**src/rtl/alu_issue_stage_if.sv**
```systemverilog
// -----------------------------------------------------------------------------
// alu_issue_stage_if
// Bundles the D-stage inputs, hazard controls and E-stage outputs of the ALU
// issue stage.
//   slave  : the issue stage (consumes d_*/stall/flush/e_hold, drives e_*)
//   master : the pipeline / test environment (drives d_*/stall/flush/e_hold)
// Signals:
//   d_valid, d_instr, d_PC, d_rs_data, d_rt_data  D-stage slot contents
//   stall, flush                                  hazard-unit bubble requests
//   e_hold                                        freeze the whole E stage
//   e_valid, e_A, e_B, e_PC, e_instr, e_ALUop,
//   e_wreg, e_illegal                             registered E-stage slot
//   bubble_cnt                                    saturating bubble counter
// -----------------------------------------------------------------------------
interface alu_issue_stage_if #(
    parameter int CNT_W = 16
);
    logic             d_valid;
    logic [31:0]      d_instr;
    logic [31:0]      d_PC;
    logic [31:0]      d_rs_data;
    logic [31:0]      d_rt_data;
    logic             stall;
    logic             flush;
    logic             e_hold;

    logic             e_valid;
    logic [31:0]      e_A;
    logic [31:0]      e_B;
    logic [31:0]      e_PC;
    logic [31:0]      e_instr;
    logic [31:0]      e_ALUop;
    logic [4:0]       e_wreg;
    logic             e_illegal;
    logic [CNT_W-1:0] bubble_cnt;

    modport master (
        output d_valid, d_instr, d_PC, d_rs_data, d_rt_data, stall, flush, e_hold,
        input  e_valid, e_A, e_B, e_PC, e_instr, e_ALUop, e_wreg, e_illegal, bubble_cnt
    );

    modport slave (
        input  d_valid, d_instr, d_PC, d_rs_data, d_rt_data, stall, flush, e_hold,
        output e_valid, e_A, e_B, e_PC, e_instr, e_ALUop, e_wreg, e_illegal, bubble_cnt
    );
endinterface

```
**src/rtl/alu_issue_stage.sv**
```systemverilog
// -----------------------------------------------------------------------------
// alu_issue_stage
// D->E issue stage for the E-stage ALU. Decodes the D-stage instruction into an
// ALU op code plus operands and registers them into E one cycle later. Stall,
// flush or an empty D slot insert a bubble; e_hold freezes E entirely. A
// saturating counter records how many bubbles were loaded into E.
// Ports:
//   clk    rising-edge clock
//   reset  synchronous, active-low reset
//   bus    alu_issue_stage_if.slave (D inputs, hazard controls, E outputs)
// -----------------------------------------------------------------------------
module alu_issue_stage #(
    parameter int          CNT_W    = 16,
    parameter logic [31:0] RESET_PC = 32'h0000_3000
) (
    input  logic                 clk,
    input  logic                 reset,
    alu_issue_stage_if.slave     bus
);
    localparam logic [5:0] OP_RTYPE = 6'h00;
    localparam logic [5:0] OP_JAL   = 6'h03;
    localparam logic [5:0] OP_BEQ   = 6'h04;
    localparam logic [5:0] OP_ORI   = 6'h0D;
    localparam logic [5:0] OP_LUI   = 6'h0F;
    localparam logic [5:0] OP_LW    = 6'h23;
    localparam logic [5:0] OP_SW    = 6'h2B;

    localparam logic [5:0] FN_SLL   = 6'h00;
    localparam logic [5:0] FN_ADDU  = 6'h21;
    localparam logic [5:0] FN_SUBU  = 6'h23;

    localparam logic [31:0] ALU_ADD = 32'd0;
    localparam logic [31:0] ALU_SUB = 32'd1;
    localparam logic [31:0] ALU_OR  = 32'd2;
    localparam logic [31:0] ALU_LUI = 32'd3;
    localparam logic [31:0] ALU_PC8 = 32'd4;

    // Instruction fields
    logic [5:0]  w_op;
    logic [5:0]  w_funct;
    logic [4:0]  w_rt;
    logic [4:0]  w_rd;
    logic [15:0] w_imm;
    logic [31:0] w_zimm;
    logic [31:0] w_simm;

    assign w_op    = bus.d_instr[31:26];
    assign w_funct = bus.d_instr[5:0];
    assign w_rt    = bus.d_instr[20:16];
    assign w_rd    = bus.d_instr[15:11];
    assign w_imm   = bus.d_instr[15:0];
    assign w_zimm  = {16'h0000, w_imm};
    assign w_simm  = {{16{w_imm[15]}}, w_imm};

    // Decoded fields
    logic [31:0] w_aluop;
    logic [31:0] w_a;
    logic [31:0] w_b;
    logic [4:0]  w_wreg;
    logic        w_illegal;
    logic        w_bubble;

    always_comb begin
        // NOTE: every decoded output gets a default before the case so that no
        // path leaves a value unassigned, which would otherwise infer a latch.
        w_aluop   = ALU_ADD;
        w_a       = '0;
        w_b       = '0;
        w_wreg    = '0;
        w_illegal = 1'b0;
        unique case (w_op)
            OP_RTYPE: begin
                unique case (w_funct)
                    FN_ADDU: begin
                        w_a    = bus.d_rs_data;
                        w_b    = bus.d_rt_data;
                        w_wreg = w_rd;
                    end
                    FN_SUBU: begin
                        w_aluop = ALU_SUB;
                        w_a     = bus.d_rs_data;
                        w_b     = bus.d_rt_data;
                        w_wreg  = w_rd;
                    end
                    // sll (and therefore nop) is issued as a harmless 0+0 with no write
                    FN_SLL:  ;
                    default: w_illegal = 1'b1;
                endcase
            end
            OP_ORI: begin
                w_aluop = ALU_OR;
                w_a     = bus.d_rs_data;
                w_b     = w_zimm;
                w_wreg  = w_rt;
            end
            OP_LUI: begin
                w_aluop = ALU_LUI;
                w_b     = w_zimm;
                w_wreg  = w_rt;
            end
            OP_LW: begin
                w_a    = bus.d_rs_data;
                w_b    = w_simm;
                w_wreg = w_rt;
            end
            OP_SW: begin
                w_a = bus.d_rs_data;
                w_b = w_simm;
            end
            OP_BEQ: begin
                w_aluop = ALU_SUB;
                w_a     = bus.d_rs_data;
                w_b     = bus.d_rt_data;
            end
            OP_JAL: begin
                w_aluop = ALU_PC8;
                w_wreg  = 5'd31;
            end
            default: w_illegal = 1'b1;
        endcase
    end

    // stall and flush together still produce exactly one bubble per cycle
    assign w_bubble = bus.stall | bus.flush | ~bus.d_valid;

    // E-stage registers
    logic             r_valid;
    logic [31:0]      r_a;
    logic [31:0]      r_b;
    logic [31:0]      r_pc;
    logic [31:0]      r_instr;
    logic [31:0]      r_aluop;
    logic [4:0]       r_wreg;
    logic             r_illegal;
    logic [CNT_W-1:0] r_bubble_cnt;

    // NOTE: state is updated with non-blocking assignments so every register
    // samples the pre-edge values, independent of statement order.
    always_ff @(posedge clk) begin
        if (!reset) begin
            r_valid      <= 1'b0;
            r_a          <= '0;
            r_b          <= '0;
            r_pc         <= RESET_PC;
            r_instr      <= '0;
            r_aluop      <= '0;
            r_wreg       <= '0;
            r_illegal    <= 1'b0;
            r_bubble_cnt <= '0;
        end else if (!bus.e_hold) begin
            if (w_bubble) begin
                r_valid   <= 1'b0;
                r_a       <= '0;
                r_b       <= '0;
                r_pc      <= RESET_PC;
                r_instr   <= '0;
                r_aluop   <= '0;
                r_wreg    <= '0;
                r_illegal <= 1'b0;
                if (r_bubble_cnt != {CNT_W{1'b1}}) begin
                    r_bubble_cnt <= r_bubble_cnt + 1'b1;
                end
            end else begin
                r_valid   <= 1'b1;
                r_a       <= w_a;
                r_b       <= w_b;
                r_pc      <= bus.d_PC;
                r_instr   <= bus.d_instr;
                r_aluop   <= w_aluop;
                r_wreg    <= w_wreg;
                r_illegal <= w_illegal;
            end
        end
    end

    assign bus.e_valid    = r_valid;
    assign bus.e_A        = r_a;
    assign bus.e_B        = r_b;
    assign bus.e_PC       = r_pc;
    assign bus.e_instr    = r_instr;
    assign bus.e_ALUop    = r_aluop;
    assign bus.e_wreg     = r_wreg;
    assign bus.e_illegal  = r_illegal;
    assign bus.bubble_cnt = r_bubble_cnt;
endmodule

```
**src/flat_wrapper.sv**
```systemverilog
// flat-port wrapper written by rule: the top's interface ports become plain ports
module alu_issue_stage_flat 
#(
    parameter int          CNT_W    = 16,
    parameter logic [31:0] RESET_PC = 32'h0000_3000
)
  (clk, reset, bus_d_valid, bus_d_instr, bus_d_PC, bus_d_rs_data, bus_d_rt_data, bus_stall, bus_flush, bus_e_hold, bus_e_valid, bus_e_A, bus_e_B, bus_e_PC, bus_e_instr, bus_e_ALUop, bus_e_wreg, bus_e_illegal, bus_bubble_cnt);
  alu_issue_stage_if #(.CNT_W(CNT_W)) bus_i ();
  input  logic clk;
  input  logic reset;
  input wire logic [$bits(bus_i.d_valid)-1:0] bus_d_valid;
  input wire logic [$bits(bus_i.d_instr)-1:0] bus_d_instr;
  input wire logic [$bits(bus_i.d_PC)-1:0] bus_d_PC;
  input wire logic [$bits(bus_i.d_rs_data)-1:0] bus_d_rs_data;
  input wire logic [$bits(bus_i.d_rt_data)-1:0] bus_d_rt_data;
  input wire logic [$bits(bus_i.stall)-1:0] bus_stall;
  input wire logic [$bits(bus_i.flush)-1:0] bus_flush;
  input wire logic [$bits(bus_i.e_hold)-1:0] bus_e_hold;
  output wire logic [$bits(bus_i.e_valid)-1:0] bus_e_valid;
  output wire logic [$bits(bus_i.e_A)-1:0] bus_e_A;
  output wire logic [$bits(bus_i.e_B)-1:0] bus_e_B;
  output wire logic [$bits(bus_i.e_PC)-1:0] bus_e_PC;
  output wire logic [$bits(bus_i.e_instr)-1:0] bus_e_instr;
  output wire logic [$bits(bus_i.e_ALUop)-1:0] bus_e_ALUop;
  output wire logic [$bits(bus_i.e_wreg)-1:0] bus_e_wreg;
  output wire logic [$bits(bus_i.e_illegal)-1:0] bus_e_illegal;
  output wire logic [$bits(bus_i.bubble_cnt)-1:0] bus_bubble_cnt;
  assign bus_i.d_valid = bus_d_valid;
  assign bus_i.d_instr = bus_d_instr;
  assign bus_i.d_PC = bus_d_PC;
  assign bus_i.d_rs_data = bus_d_rs_data;
  assign bus_i.d_rt_data = bus_d_rt_data;
  assign bus_i.stall = bus_stall;
  assign bus_i.flush = bus_flush;
  assign bus_i.e_hold = bus_e_hold;
  assign bus_e_valid = bus_i.e_valid;
  assign bus_e_A = bus_i.e_A;
  assign bus_e_B = bus_i.e_B;
  assign bus_e_PC = bus_i.e_PC;
  assign bus_e_instr = bus_i.e_instr;
  assign bus_e_ALUop = bus_i.e_ALUop;
  assign bus_e_wreg = bus_i.e_wreg;
  assign bus_e_illegal = bus_i.e_illegal;
  assign bus_bubble_cnt = bus_i.bubble_cnt;
  alu_issue_stage #(.CNT_W(CNT_W), .RESET_PC(RESET_PC)) u_core (.clk(clk), .reset(reset), .bus(bus_i));
endmodule
```
**config.mk**
```make
export PLATFORM = sky130hd
export DESIGN_NAME = alu_issue_stage_flat
export DESIGN_NICKNAME = d
export VERILOG_FILES = /design/src/rtl/alu_issue_stage_if.sv /design/src/rtl/alu_issue_stage.sv /design/src/flat_wrapper.sv
export SDC_FILE = /design/constraint.sdc
export NUM_CORES = 1
export LEC_CHECK = 0
export ABC_AREA = 1
export CAP_MARGIN = 20
export CORE_MARGIN = 10
export CORE_UTILIZATION = 41
export CTS_CLUSTER_SIZE = 40
export DETAILED_ROUTE_END_ITERATION = 7
export PLACE_DENSITY = 0.81
export SLEW_MARGIN = 40
export SYNTH_ARGS = -nofsm -noshare
export SYNTH_HDL_FRONTEND = slang
export SYNTH_SLANG_ARGS = --single-unit
```
**constraint.sdc**
```tcl
create_clock -name clk -period 2.08 [get_ports clk]
set_input_delay 0.416 -clock clk [delete_from_list [all_inputs] [get_ports clk]]
set_output_delay 0.416 -clock clk [all_outputs]
set_load 0.01 [all_outputs]
```
* After elaboration in Yosys (flattened, before gate mapping)
Cells that the tools add are included.
Storage, ports and cells: register bits 183, bits in latches 0, bits in writable memories 0, memory bits (read-only) 0, input port bits 134, memories kept 0
Operators by class: add/sub/neg operators 1, multiply operators 0, divide/modulo/power cells 0, magnitude comparators 0, equal/unequal tests 9, shifts and indexed selects 0, mux-type cells 18, bitwise gates (word level) 4, reductions and logical operators 10
Operator list (count):
- two-way mux 32 bit | 7
- one-hot mux 32 bit (5 select lines) | 1
- one-hot mux 32 bit (4 select lines) | 1
- one-hot mux 32 bit (2 select lines) | 1
- equality test 6 bit, second input constant | 4
- adder 16 x 1 -> 16 bit, second input constant | 1
- != test 16 bit, second input constant | 1
- one-hot mux 5 bit (3 select lines) | 1
- equality test 6 x 4 -> 1 bit, second input constant | 2
- zero test 6 bit | 2
- two-way mux 5 bit | 2
- equality test 6 x 2 -> 1 bit, second input constant | 1
- equality test 6 x 3 -> 1 bit, second input constant | 1
- OR reduction 2 bit | 3
- OR reduction 3 bit | 2
- OR reduction 6 bit | 1
- two-way mux 1 bit | 4
- OR reduction 4 bit | 1
- AND reduction 3 bit | 1
- inverter 1 bit | 2
- bitwise OR 1 bit | 2
- one-hot mux 1 bit (2 select lines) | 1

* Depth between registers and ports, before layout
Gate-level depths: netlist of the first run.
depth in word-level cells 5, gate-level depth with buffers 10

* Least setup slack after synthesis of the first run
No wires, ideal clock.
path type reg2reg, from register u_core.r_bubble_cnt[0] (netlist: u_core.bus.bubble_cnt[0]), to register u_core.r_bubble_cnt[5] (netlist: u_core.bus.bubble_cnt[5]), library setup time 0.070 ns, data arrival time 1.568 ns, required time 2.010 ns, path slack 0.441 ns, stages on the path, launching flop included 8, path buffers 1, clock period less this slack 1.639 ns, cells stage by stage dfxtp_1 > ha_1 > nand3_1 > nand3b_1 > o21ai_2 > buf_4 > nand2_1 > a21oi_1
On the way: word-level cells in the longest chain between the ends 2, elaborated cells between the ends (all ways) 3, classes of those cells add/sub: 1; eq/ne: 1; reduce/logical: 1
RTL lines:
- start, declared | line alu_issue_stage.sv:135 | logic [CNT_W-1:0] r_bubble_cnt;
- start signal, assigned | line alu_issue_stage.sv:161 | r_bubble_cnt <= r_bubble_cnt + 1'b1;
- parallel branches: the longest is 2 deep, another holds adder 16 x 1 -> 16 bit
Parallel ways; which one is timed is not known. A chain may end at the register's enable or synchronous reset.

* Final worst setup path of the first run
from register u_core.r_bubble_cnt[13] (netlist: u_core.bus.bubble_cnt[13]), to output port bus_bubble_cnt[13]
RTL lines:
- end, declared | line flat_wrapper.sv:27 | output wire logic [$bits(bus_i.bubble_cnt)-1:0] bus_bubble_cnt;
No word-level cell between the ends.

==> results of run 1 <==
cell families (layout without fill, tap and decap cells):
kind of cell / after synthesis / after routing / synth area share, %
XOR/XNOR: 7 / 7 / 0.918
adder cells (fa/ha/maj): 1 / 1 / 0.187
AND/OR/NAND/NOR: 513 / 513 / 31.8
other: 1 / 29 / 0.0561
AO/OA/AOI/OAI: 155 / 155 / 11.8
buffers and inverters: 110 / 370 / 9.08
flip-flops: 154 / 154 / 46.1
per-stage QoR:
step | area, um2 | hold WS [ns]
3_5_place_dp | 9720 | 0.448
6_report | 10300 | 0.403
2_1_floorplan | 6790 | 0.481
4_1_cts | 10300 | 0.394
3_3_place_gp | 9720 | 0.447
5_1_grt | 10300 | 0.421
power by group through the flow:
stage / Clock, uW / Sequential (uW) / Combinational (uW)
2_1_floorplan: 0 / 3070 / 254
3_3_place_gp: 0 / 3050 / 634
3_5_place_dp: 0 / 3050 / 635
4_1_cts: 3190 / 2990 / 638
5_1_grt: 3300 / 2990 / 690
6_report: 3100 / 2990 / 638
area by class of cell:
| type | instances | area share [%] |
|---|---|---|
| sequential | 154 | 29.9 |
| inverter | 27 | 1.01 |
| clock buffer | 17 | 4.12 |
| multi-input combinational | 705 | 30.1 |
| clock inverter | 15 | 1.61 |
| timing repair buffer | 311 | 30.7 |
| tap | 216 | 2.62 |
per-layer routing:
metal,global-route usage [%],vias to the layer above,part of all wire [%]
met5,0,-,0
met4,3.91,0,0.86
met3,8.67,12,11
met2,36.8,255,50
met1,23.6,3196,38
li1,-,3500,-
sequential cells by signal (all words and copies together) (netlist names):
name,flops
u_core.bus.e_instr,32
u_core.bus.bubble_cnt,16
u_core.bus.e_valid,1
u_core.bus.e_PC,32
u_core.bus.e_illegal,1
u_core.bus.e_A,32
u_core.bus.e_ALUop,3
u_core.bus.e_wreg,5
u_core.bus.e_B,32
synth_stat cells (4+ instances only):
| library cell | count | area, um2 |
|---|---|---|
| nand3_1 | 48 | 240 |
| buf_6 | 9 | 101 |
| a21oi_1 | 145 | 726 |
| clkbuf_1 | 31 | 116 |
| buf_2 | 8 | 40.0 |
| nand2_1 | 391 | 1470 |
| nor3_1 | 4 | 20.0 |
| nor2_1 | 39 | 146 |
| inv_1 | 24 | 90.1 |
| nor2_2 | 7 | 43.8 |
| dfxtp_1 | 154 | 3080 |
| xor2_1 | 6 | 52.6 |
| buf_1 | 4 | 15.0 |
| buf_4 | 31 | 233 |
| o21ai_0 | 5 | 25.0 |
| nand4_1 | 5 | 31.3 |
| nand3_2 | 10 | 100 |
final timing paths:
path                                                from                                     to  slack (ns)  cells after the start
setup / recovery  u_core.bus.bubble_cnt[13]$_SDFFE_PN0P_                     bus_bubble_cnt[13]        0.17                      1
hold / removal                                bus_e_hold       u_core.bus.e_PC[13]$_SDFFE_PN1N_        0.40                      4
setup reg to reg   u_core.bus.bubble_cnt[1]$_SDFFE_PN0P_  u_core.bus.bubble_cnt[4]$_SDFFE_PN0P_        0.35                      7
hold reg to reg           u_core.bus.e_B[1]$_SDFFE_PN0N_         u_core.bus.e_B[1]$_SDFFE_PN0N_        0.46                      2
==> impl_metrics.yaml, run 1 <==
sta:
  fin_crit_sh_pct: 91.6
  final-setup-viol-count: 0
  max_slew_margin_pct: 53.3
  max_freq_ghz: 0.525
  worst_slack_ns: 0.175
  tns_ns: 0
  period_needed_ns: 1.91
  tightestPinTransition_ns: 0.701
  hold_viol_final: 0
  clock_skew_ns: 0.00724
  drv_slew: 0
  rsz0062_at_grt: "false"
placed_design:
  gp_congestion: 0.838
  portBuffers: 287
  dp.final_hpwl_um: 17700
  dp_slack_ns: -0.0221
  placedCellCount: 1413
critical_path:
  critPathArrivalTime_ns: 1.49
  path_delay_family: "buffers and inverters"
  critPathCaptureType: "output pin"
  start_kind: "flop"
  critPathKind: "flop to output pin"
  critPathMaxStageDelay_ns: 0.63
  worstPathCellList: "clkdlybuf4s50_1"
  path_max_fanout: 6
  crit_required_ns: 1.66
  crit_buf_inv: 1
  slowest_stage: "clkdlybuf4s50_1"
synthesis:
  synth_area_um2: 6680
  ys_warn_count: 0
  synth_edf_count: 0
  yosysSeqAreaShare_pct: 46.1
  synth_cells: 941
  synth_ff_type: "dfxtp_1"
  ys_ff_latch: 154
  async_flop_share_pct: 0
  ys_types: 29
  syn_area_per_cell_um2: 7.10
power_and_ir_drop:
  p_int_uw: 5100
  pwr-share-comb_pct: 9.5
  pwr_density_cell_nw_per_um2: 652
  leakage_uw: 0.00373
  swShare_pct: 24.2
  p_sw_uw: 1630
  seqPwrFrac_pct: 44.4
  clock_power_share_pct: 46.1
  p_total_uw: 6730
  peakVddDrop_mv: 0.592
global_routing:
  track_usage_pct: 21.0
  first_global_vias: 6838
  grt-ovfl-total: 0
  grt_max_degree: 136
  antenna_found_initial: 0
  grt_first_pass_wirelength_um: 37200
floorplan:
  die_width_um: 148
  die_y_um: 148
  ios: 317
  num_rows: 46
  die_area_um2: 21800
  core_um2: 15900
  initial_core_util_pct: 41.9
cells_and_area:
  final_cell_mix: "nand2_1, clkdlybuf4s50_1, dfxtp_1"
  n_fill_cell: 1372
  n_antenna_cell: 0
  areaGrowthSynthToFinish_pct: 54.4
  final_nets: 1351
  fin_cells: 1445
  multi_input_area_um2: 3100
  final_common_cell: "nand2_1"
  layout-drive-gt1-share_pct: 7.00
  regArea_um2: 3080
  final_util_pct: 64.7
cts:
  cts_resized: 0
  tritoncts: "done"
  clock_latency_ns: 0.42
  cts_buffers: 17
  cts_root_buffer: "clkbuf_16"
  cts_setup_buffers: 0
  clk_pin_slew_worst_paths_ns: 0.06
  hold_buffers: 0
  clock-sinks: 154
  cts.path.max_buffers: 2
  htreeDepth: 4
detailed_routing:
  routed_wl_um: 24000
  ant_nets: 0
  via_count: 6963
  drtIter0Drc: 377
  vias_per_cell: 4.82
  wire_per_inst_um: 16.6
  drc: 0
  drt-pass1-iter-count: 5
job:
  cap_violations: 0
hold_path:
  hold_class: "input pin to flop"
run_status:
  outcome: "finished clean"
(Power assumes the default switching activity.)
==> run 2, diff against run 1 <==
Settings changed: SETUP_SLACK_MARGIN set to 0.2.
==> run 2 against run 1 <==
Non-clock buffer count is the same. Sequential cell count did not move. Global-route usage unchanged. Largest power group unchanged.
==> impl_metrics.yaml, run 2 (same netlist as run 1, synthesis figures left out) <==
run_status:
  outcome: "finished clean"
sta:
  rsz0062_at_grt: "true"
  hold_slack_ns: 0.403
  clock_skew_ns: 0.00697
  fin_crit_sh_pct: 88.0
  period_needed_ns: 1.83
  drv_slew: 0
  max_freq_ghz: 0.546
  hold_viol_final: 0
  max_slew_margin_pct: 55.0
  final-setup-viol-count: 0
  tightestPinTransition_ns: 0.675
detailed_routing:
  drtIter0Drc: 377
  via_count: 6946
  vias_per_cell: 4.81
  routed_wl_um: 24000
  wire_per_inst_um: 16.6
  drc: 0
  drt-pass1-iter-count: 5
  ant_nets: 0
critical_path:
  path_delay_family: "buffers and inverters"
  path_max_fanout: 4
  start_kind: "flop"
  slowest_stage: "clkdlybuf4s50_1"
  critPathMaxStageDelay_ns: 0.60
  worstPathCellList: "clkdlybuf4s50_1"
  critPathCaptureType: "output pin"
  critPathArrivalTime_ns: 1.42
  critPathKind: "flop to output pin"
  crit_required_ns: 1.66
  crit_buf_inv: 1
cts:
  cts.path.max_buffers: 2
  clock-sinks: 154
  htreeDepth: 4
  cts_root_buffer: "clkbuf_16"
  clock_latency_ns: 0.42
  cts_buffers: 17
  tritoncts: "done"
  clk_pin_slew_worst_paths_ns: 0.06
  cts_setup_buffers: 0
power_and_ir_drop:
  leakage_uw: 0.00388
  p_int_uw: 5100
  clock_power_share_pct: 46.1
  seqPwrFrac_pct: 44.4
  p_sw_uw: 1620
  peakVddDrop_mv: 0.594
  pwr-share-comb_pct: 9.5
  swShare_pct: 24.2
  pwr_density_cell_nw_per_um2: 651
floorplan:
  initial_core_util_pct: 41.9
  die_area_um2: 21800
  die_y_um: 148
  core_um2: 15900
  num_rows: 46
  ios: 317
  die_width_um: 148
cells_and_area:
  areaGrowthSynthToFinish_pct: 54.7
  final_cell_mix: "nand2_1, clkdlybuf4s50_1, dfxtp_1"
  fin_cells: 1445
  layout-drive-gt1-share_pct: 7.24
  final_common_cell: "nand2_1"
  n_antenna_cell: 0
  final_nets: 1351
  fin_area_um2: 10300
global_routing:
  grt-ovfl-total: 0
  antenna_found_initial: 0
  grt_first_pass_wirelength_um: 37200
  first_global_vias: 6838
  grt_max_degree: 136
  track_usage_pct: 21.0
placed_design:
  gp_congestion: 0.838
  dpl_cell_area_um2: 9720
  placedCellCount: 1413
  dp.final_hpwl_um: 17700
  portBuffers: 287
hold_path:
  hold_class: "input pin to flop"
job:
  cap_violations: 0
run 2: cell types whose count changed in the layout (fill, tap and decap cells not counted), sizes merged:
| cell | before | now |
|---|---|---|
| dlygate4sd2 | 0 | 4 |
| clkdlybuf4s50 | 286 | 275 |
| dlymetal6s2s | 0 | 7 |
run 2: cell type report:
| cell class | count | area [um2] |
|---|---|---|
| Clock inverter | 15 | 166 |
| Multi-Input combinational cell | 705 | 3110 |
| Clock buffer | 17 | 425 |
| Sequential cell | 154 | 3090 |
| Tap cell | 216 | 270 |
| Timing Repair Buffer | 311 | 3180 |
| Inverter | 27 | 104 |
| Fill cell | 1369 | 5610 |
run 2: per-stage QoR:
step                      utilization (%)  setup WS (ns)  total power [uW]  TNS (ns)
after floorplan                         -          0.441              3320         0
after global placement               61.0        0.00938              3690         0
after detailed placement             61.0        -0.0221              3690    -0.114
after CTS                            64.7          0.206              6810         0
after global routing                 64.8          0.183              6980         0
final                                64.8          0.249              6720         0
run 2: what timing repair did:
item	CTS	global route
hold buffers	0	0
setup endpoints to repair	6	15
pin swaps	0	0
gates resized for setup	6	9
run 2: power by group through the flow:
| stage | combinational [uW] | sequential [uW] | clock (uW) |
|---|---|---|---|
| after floorplan | 254 | 3070 | 0 |
| after global placement | 634 | 3050 | 0 |
| after detailed placement | 635 | 3050 | 0 |
| after CTS | 638 | 2990 | 3190 |
| after global routing | 690 | 2990 | 3300 |
| final | 637 | 2990 | 3100 |
run 2: final timing paths:
check / startpoint / end / slack [ns] / cells past startpoint
min: bus_e_hold / u_core.bus.e_PC[13]$_SDFFE_PN1N_ / 0.40 / 4
max reg2reg: u_core.bus.bubble_cnt[1]$_SDFFE_PN0P_ / u_core.bus.bubble_cnt[4]$_SDFFE_PN0P_ / 0.37 / 7
max: u_core.bus.bubble_cnt[8]$_SDFFE_PN0P_ / bus_bubble_cnt[8] / 0.25 / 1
min reg2reg: u_core.bus.e_B[1]$_SDFFE_PN0N_ / u_core.bus.e_B[1]$_SDFFE_PN0N_ / 0.46 / 2
run 2: metal layers:
metal  part of all wire, %  GRT usage (%)
met5                     0              0
met4                  0.86           3.91
met3                    11           8.67
met1                    38           23.6
met2                    50           36.8
==> run 3, diff against run 2 <==
Settings changed: SETUP_SLACK_MARGIN 0.2 to 0.5.
==> run 3 against run 2 <==
Final area up 3.0%. Sequential share of layout area is 0.70 points lower. Utilization up 2.0 points. Power grew 6.0%. Clock-buffer cell count is 2 higher. Combinational power rose by 6.4%. Register-to-register slack improved by 0.18 ns. Global-route usage increased by 0.47 points. Non-clock buffer count increased by 23.
==> impl_metrics.yaml, run 3 (same netlist as run 1, synthesis figures left out) <==
cts:
  cts_buffers: 17
  clock_latency_ns: 0.42
  clock-sinks: 154
  cts_root_buffer: "clkbuf_16"
  tritoncts: "done"
  cts.path.max_buffers: 2
  htreeDepth: 4
  clk_pin_slew_worst_paths_ns: 0.06
detailed_routing:
  vias_per_cell: 4.89
  via_count: 7195
  drtIter0Drc: 349
  ant_nets: 0
  routed_wl_um: 25700
  wire_per_inst_um: 17.5
  drt-pass1-iter-count: 5
  drc: 0
floorplan:
  core_um2: 15900
  initial_core_util_pct: 41.9
  die_width_um: 148
  die_area_um2: 21800
  num_rows: 46
  die_y_um: 148
  ios: 317
global_routing:
  grt_max_degree: 97
  grt_first_pass_wirelength_um: 37800
  antenna_found_initial: 1
  grt-ovfl-total: 0
  track_usage_pct: 21.5
  first_global_vias: 6951
critical_path:
  path_max_fanout: 6
  r2r-start: "u_core.bus.bubble_cnt[0]$_SDFFE_PN0P_"
  critPathKind: "flop to output pin"
  critical_path.startpoint: "u_core.bus.bubble_cnt[3]$_SDFFE_PN0P_"
  path_delay_family: "flip-flops"
  critPathArrivalTime_ns: 1.13
  start_kind: "flop"
  critPathCaptureType: "output pin"
  crit_buf_inv: 1
  worstPathCellList: "dlygate4sd2_1"
  slowest_stage: "dfxtp_2"
  critPathMaxStageDelay_ns: 0.40
  crit_required_ns: 1.66
job:
  cap_violations: 0
sta:
  final-setup-viol-count: 0
  hold_viol_final: 0
  max_freq_ghz: 0.649
  clock_skew_ns: 0.00421
  rsz0062_at_grt: "true"
  fin_crit_sh_pct: 74.1
  drv_slew: 0
  period_needed_ns: 1.54
cells_and_area:
  final_common_cell: "nand2_1"
  final_util_pct: 66.8
  areaGrowthSynthToFinish_pct: 59.4
  fin_cells: 1470
  multi_input_area_um2: 3230
  regArea_um2: 3110
  n_fill_cell: 1355
  layout-drive-gt1-share_pct: 11.3
  final_nets: 1374
  final_cell_mix: "nand2_1, dlygate4sd2_1, dfxtp_1"
power_and_ir_drop:
  p_total_uw: 7130
  peakVddDrop_mv: 0.638
  pwr_density_cell_nw_per_um2: 669
  leakage_uw: 0.00471
run_status:
  outcome: "finished clean"
hold_path:
  hold_start: "bus_d_instr[31]"
  hold_class: "input pin to flop"
placed_design:
  placedCellCount: 1419
  portBuffers: 287
  gp_congestion: 0.876
  dp.final_hpwl_um: 18200
[run 3: stage by stage]
step | hold WS (ns) | worst slack [ns] | setup TNS, ns | instance area (um2)
detailed placement | 0.454 | -0.0586 | -0.115 | 9780
global route | 0.318 | 0.472 | 0 | 10600
finish | 0.318 | 0.538 | 0 | 10600
floorplan | 0.481 | 0.503 | 0 | 6790
CTS | 0.409 | 0.459 | 0 | 10300
global placement | 0.446 | 0.0190 | 0 | 9780
[run 3: what timing repair did]
item	4_1_cts	5_1_grt
resized for setup	172	57
buffers inserted	1	7
endpoints found under the setup margin	238	96
pin swaps	2	16
cloned	0	9
hold buffers	0	0
[run 3: final cells by class]
class	count	area share, %
clock inverter	13	2.03
multi-input combinational	705	30.3
clock buffer	19	4.16
sequential	154	29.2
inverter	27	0.999
antenna	2	0.0470
timing repair buffer	334	30.7
tap	216	2.54
[run 3: worst paths after layout]
kind,end,slack [ns],depth (start not counted)
worst min register to register,u_core.bus.e_A[23]$_SDFFE_PN0N_,0.46,2
worst min-delay path,u_core.bus.e_instr[31]$_SDFFE_PN0N_,0.32,3
worst max-delay path,bus_bubble_cnt[3],0.54,1
worst max register to register,u_core.bus.bubble_cnt[11]$_SDFFE_PN0P_,0.55,7
[run 3: per-layer routing]
metal | GRT usage (%) | vias up | routed length (um)
met2 | 36.6 | 317 | 12400
met1 | 24.1 | 3268 | 9890
met4 | 7.93 | 0 | 821
li1 | - | 3560 | -
met5 | 0 | - | 0
met3 | 7.91 | 50 | 2580
[run 3: report_power, final]
part / switching [uW] / internal (uW) / leakage (uW)
clock: 1280 / 2180 / 0.000310
combinational: 333 / 345 / 0.00315
sequential: 17.1 / 2970 / 0.00125
total: 1630 / 5490 / 0.00471
